===== src/rtl/sync_memory.sv =====
// Parametrised single-port synchronous memory with registered out/valid and a
// sequential clear engine that zeroes (or presets) the array after reset or on request.
module sync_memory #(
   parameter int unsigned      WIDTH       = 8,
   parameter int unsigned      ADDR_WIDTH  = 8,
   parameter int unsigned      READ_MODE   = 0,
   parameter logic [WIDTH-1:0] CLEAR_VALUE = '0
) (
   input  logic                  clk,
   input  logic                  reset_n,
   input  logic                  clear,
   input  logic [ADDR_WIDTH-1:0] address,
   input  logic [WIDTH-1:0]      in,
   input  logic                  write,
   input  logic                  enable,
   output logic                  ready,
   output logic [WIDTH-1:0]      out,
   output logic                  valid
);

   localparam int unsigned DEPTH = 2**ADDR_WIDTH;

   localparam logic [0:0] ST_CLEAR = 1'b0;
   localparam logic [0:0] ST_IDLE  = 1'b1;

   logic [0:0]            state;
   logic [ADDR_WIDTH-1:0] clr_cnt;
   logic                  clr_last;
   logic                  accept;

   logic [WIDTH-1:0]      mem [DEPTH];
   logic                  mem_we;
   logic [ADDR_WIDTH-1:0] mem_waddr;
   logic [WIDTH-1:0]      mem_wdata;
   logic [WIDTH-1:0]      rd_word;

   assign ready    = (state == ST_IDLE);
   assign accept   = enable & ready;
   assign clr_last = &clr_cnt;
   assign rd_word  = mem[address];

   // The clear engine owns the single write port whenever it is running.
   always_comb begin
      mem_we    = 1'b0;
      mem_waddr = address;
      mem_wdata = in;
      if (state == ST_CLEAR) begin
         mem_we    = 1'b1;
         mem_waddr = clr_cnt;
         mem_wdata = CLEAR_VALUE;
      end else if (accept && write) begin
         mem_we = 1'b1;
      end
   end

   always_ff @(posedge clk) begin
      if (mem_we) begin
         mem[mem_waddr] <= mem_wdata;
      end
   end

   always_ff @(posedge clk or negedge reset_n) begin
      if (!reset_n) begin
         state   <= ST_CLEAR;
         clr_cnt <= '0;
      end else if (state == ST_CLEAR) begin
         // Terminal count leaves CLEAR; clear requests here are ignored.
         if (clr_last) begin
            state   <= ST_IDLE;
            clr_cnt <= '0;
         end else begin
            clr_cnt <= clr_cnt + ADDR_WIDTH'(1);
         end
      end else if (clear) begin
         state   <= ST_CLEAR;
         clr_cnt <= '0;
      end
   end

   always_ff @(posedge clk or negedge reset_n) begin
      if (!reset_n) begin
         out   <= '0;
         valid <= 1'b0;
      end else begin
         valid <= accept;
         if (accept) begin
            out <= (write && (READ_MODE == 0)) ? in : rd_word;
         end
      end
   end

endmodule


===== config.mk =====
export PLATFORM = sky130hd
export DESIGN_NAME = sync_memory
export DESIGN_NICKNAME = d
export VERILOG_FILES = /design/src/rtl/sync_memory.sv
export SDC_FILE = /design/constraint.sdc
export NUM_CORES = 2
export LEC_CHECK = 0
export CORE_MARGIN = 2
export CORE_UTILIZATION = 45
export DETAILED_ROUTE_END_ITERATION = 6
export SYNTH_ARGS = -nofsm -noshare
export SYNTH_HDL_FRONTEND = slang
export SYNTH_SLANG_ARGS = --single-unit

===== constraint.sdc =====
create_clock -name clk -period 7.15 [get_ports clk]
set_input_delay 1.43 -clock clk [delete_from_list [all_inputs] [get_ports clk]]
set_output_delay 1.43 -clock clk [all_outputs]
set_load 0.03 [all_outputs]

== Word level (Yosys, flattened, before mapping) ==
Memories as Yosys holds them, arrays and structs flattened. A register that Yosys moved wholly into a read port is not among the register bits.
Cells that the tools add are included.

* Add/sub/neg operators: 1
* $mul: 0
* Div/mod/pow operators: 0
* $lt $le $gt $ge: 0
* Eq/ne operators: 1
* Shift operators: 0
* Multiplexer cells: 12
* Bitwise gates (word level): 1
* Reduce and logical (&&, ||, !) cells: 3

{| class="wikitable"
|+ Operators with widths
! operator !! number
|-
| two-way mux 8 bit || 5
|-
| adder 8 x 1 -> 8 bit (second input constant) || 1
|-
| AND reduction 8 bit || 1
|-
| two-way mux 1 bit || 7
|-
| inequality test 2 bit (second input constant) || 1
|-
| AND 1 bit || 1
|-
| logical AND 1 bit || 1
|-
| zero test 1 bit || 1
|}

* Register bits: 10
* Latch bits: 0
* RAM bits: 2,048
* Bits in read-only memories: 0
* Input port bits: 21
* Output and inout bits: 10
* Word-level logic and storage cells: 22
* Memories kept: 1

{| class="wikitable"
|+ Memories
! name !! words !! bits a word !! read ports !! clocked after Yosys merged registers in !! wr ports !! RTL line !! text
|-
| mem || 256 || 8 || 1 || 1 || 1 || 31 || <nowiki>logic [WIDTH-1:0] mem [DEPTH];</nowiki>
|}

== Longest topological paths before layout ==
* Depth after elaboration: 6
* Gate-level depth with buffers: 12
* Depth with buffers taken out: 7

== Worst setup path after synthesis ==
No wires, ideal clock.

* Path kind: reg2reg
* Start point: register state (netlist: ready)
* End point: memory mem[0][1], data pin
* Library setup time: 0.867 ns
* Arrival time: 4.936 ns
* Data required time: 6.283 ns
* Slack: 1.347 ns
* Stages on the path, launching flop included: 6
* Path buffers: 4
* Period minus slack after synthesis: 5.803 ns
* Path through: dfrtp_1 clkbuf_1 clkbuf_1 clkbuf_1 clkbuf_1 and2_1

* Longest elaborated chain between the ends: 1

{| class="wikitable"
|+ RTL lines
! element !! RTL line !! text
|-
| start, declared || 26 || <nowiki>logic [0:0] state;</nowiki>
|-
| start signal, assigned || 64 || <nowiki>state <= ST_CLEAR;</nowiki>
|-
| start signal, assigned || 69 || <nowiki>state <= ST_IDLE;</nowiki>
|-
| start signal, assigned || 75 || <nowiki>state <= ST_CLEAR;</nowiki>
|-
| two-way mux 8 bit || 47 || <nowiki>if (state == ST_CLEAR) begin</nowiki>
|-
| net mem_wdata[1] || 34 || <nowiki>logic [WIDTH-1:0] mem_wdata;</nowiki>
|-
| end, declared || 31 ||
|}

The timed path passes the listed nets, and every way through them passes these cells.

== Worst setup path after layout ==
* Start point: input port address[5]
* End point: memory mem[164][0] (enable)

* Longest elaborated chain between the ends: 1

{| class="wikitable"
|+ RTL lines
! element !! RTL line !! text
|-
| start, declared || 12 || <nowiki>input logic [ADDR_WIDTH-1:0] address,</nowiki>
|-
| two-way mux 8 bit || 47 ||
|}

Every way passes these cells.

==> impl_metrics.py <==
metrics = {
    "drt": {
        "drtPass1Iterations": 5,
        "via_count": 37901,
        "wl_um": 196000,
        "wl_per_cell_um": 31.0,
        "drt-initial-drc-count": 4606,
        "drc": 0,
        "via_per_inst": 6.01,
        "drtAntennaViolNets": 0,
    },
    "placement": {
        "portBuffers": 30,
        "dp_hpwl_um": 115000,
        "dp_cells": 5925,
        "gp_congestion": 0.913,
    },
    "finish": {
        "drive_gt1_share_pct": 22.9,
        "mostFrequentLayoutCells": "2048 x edfxtp_1, 536 x mux4_2, 279 x nor2_1",
        "utilization_pct": 50.4,
        "nFillCells": 13995,
        "layout_commonest_cell": "edfxtp_1",
        "final_nets": 3798,
        "final_cells": 6305,
        "area_growth_pct": 11.6,
    },
    "yosys": {
        "synth_area_um2": 80400,
        "synth_nets": 3726,
        "synth-main-ff-cell": "edfxtp_1",
        "yosysUniqueCellTypes": 54,
        "synth-edff-count": 2048,
        "netlist_instances": 3704,
        "synth_seq_cells": 2066,
        "yosysTopAreaCellShare_pct": 76.4,
        "async_reset_ff_share_pct": 0.871,
        "yosysTopAreaCell": "edfxtp_1",
        "yosys_warnings": 0,
        "synthTopCellsByArea": "edfxtp_1 76%, mux4_2 15%, mux2i_1 1.5%",
        "avgSynthCellArea_um2": 21.7,
        "yosysSeqAreaShare_pct": 77.0,
    },
    "grt": {
        "antenna_found_initial": 7,
        "grt_overflow": 0,
        "track_usage_pct": 21.6,
        "grt_max_degree": 205,
        "grt_first_pass_wirelength_um": 281000,
        "grt_pass1_vias": 37867,
    },
    "setup_path": {
        "cp-end-kind": "flip-flop",
        "cp.arrival_ps": 5590,
        "cp_data_required_time_ps": 7590,
        "startpoint_type": "input port",
        "timing.rr.start": "ready",
        "worst-path-max-fanout": 17,
        "criticalPathCategory": "in -> reg",
        "crit_start": "address[5]",
    },
    "timing": {
        "slew_headroom_pct": 2.01,
        "rsz0062_at_grt": "no",
        "fin_setup_tns_ps": 0,
        "fin_crit_ps": 5150,
        "fmax_mhz": 194,
        "finalSetupViolCount": 0,
        "report.final.slew_viol_count": 0,
        "worstMarginPinSlew_ps": 1460,
        "finalCritPeriodShare_pct": 72.1,
        "finClkSkew_ps": 43.0,
        "finalHoldViolCount": 0,
    },
    "run": {
        "max_cap_viol_count": 0,
    },
    "floorplan": {
        "die_w_um": 427,
        "boundaryPins": 31,
        "dieHeight_um": 427,
        "rows": 155,
        "core_area_um2": 178000,
        "dieArea_um2": 182000,
        "initial_core_util_pct": 45.2,
    },
    "status": {
        "run_status": "finished clean",
    },
    "power": {
        "pwr_density_cell_nw_per_um2": 289,
        "ir_drop_mv": 0.215,
        "cellLeakagePower_nw": 27.9,
    },
    "clocking": {
        "clkLatencyLatePin_ps": 850,
        "clock_path_buffers": 3,
        "clk_pin_slew_ps": 60,
        "ctsHtreeMaxLevel": 4,
        "clockRootBuffer": "clkbuf_16",
        "cts.sinks": 2066,
        "hold_buffers": 0,
        "postCtsSetupBuffers": 0,
        "cts.repair.resized": 0,
        "numCtsBuffers": 204,
        "cts_tree": "built",
    },
    "worst_hold_path": {
        "hold_path_startpoint": "clr_cnt[5]",
        "min_path_type": "reg -> reg",
    },
}
## final timing paths
path	end	slack [ps]	depth (start not counted)
worst max-delay path	mem[164][0]	2000	6
worst min-delay path	clr_cnt[5]	610	1
worst max register to register	mem[80][2]	2700	5
worst min register to register	clr_cnt[5]	610	1
max in group asynchronous	clr_cnt[2]	5190	1
min in group asynchronous	valid	1220	1
## cell usage after synthesis (9+ instances only)
master / n
mux2i_1: 118
nor3_1: 38
edfxtp_1: 2048
and2_1: 10
nand3_1: 30
nor2b_1: 47
a22o_1: 15
o22ai_1: 44
nand2b_1: 9
o21ai_0: 25
nor2_1: 279
nand2_1: 72
a211oi_1: 58
a21oi_1: 9
a22oi_1: 9
buf_4: 23
buf_1: 18
clkbuf_1: 99
nor4_1: 16
o221ai_1: 23
mux4_2: 536
buf_2: 58
buf_6: 17
dfrtp_1: 18
## worst max-delay path, stage by stage
cell,delay [ps]
clkdlybuf4s50_1,1000
nand2_1,160
buf_4,270
o21ai_0,900
nand2_1,840
nor2_1,980
## where the power goes
| group | switching [mW] | internal [mW] |
|---|---|---|
| combinational | 1.38 | 0.555 |
| sequential | 0.103 | 13.5 |
| clock | 4.54 | 5.84 |
## through the flow
stage	hold slack, ps	power (mW)	instance area (um2)	setup WS, ps
finish	612	25.9	89800	2000
global route	693	26.6	89800	1970
CTS	605	26.1	89800	2030
detailed placement	596	15.8	83300	1150
global placement	590	15.8	83300	1170
floorplan	520	14.9	80400	1350
## registers in the layout, summed over array words and instances (netlist names)
signal and flops:
valid 1, ready 1, out 8, mem 2048, clr_cnt 8
## logic make-up (layout without fill, tap and decap cells)
family                     Yosys count  in the layout  share of synthesized area, %
DFF                               2066           2066                          77.0
buffers and inverters              224            468                          1.45
AOI/OAI and AO/OA                  231            231                          2.11
adders and majority gates            1              1                        0.0156
and+or+nand+nor                    521            521                          2.86
xor gates and xnor gates             4              4                        0.0436
other                                0              2                             0
muxes                              657            657                          16.5
## metal layers
metal	up-vias	share of wire [%]	track usage, %
met4	0	3.5	7.40
li1	15727	-	-
met5	-	0	0
met2	1492	47	33.3
met3	313	7.0	3.96
met1	20369	42	31.2
## layout make-up
| class | instances | area, um2 | share of cell area, % |
|---|---|---|---|
| diodes | 2 | 5.00 | 0.00557 |
| clock buffers | 250 | 5360 | 5.97 |
| clock inverters | 128 | 1120 | 1.25 |
| inverters | 5 | 21.3 | 0.0237 |
| multi-input cells | 1414 | 17400 | 19.4 |
| flip-flops and latches | 2066 | 61900 | 69.0 |
| well taps | 2355 | 2950 | 3.28 |
| repair buffers | 85 | 963 | 1.07 |
Power figures use the tool's default switching activity.
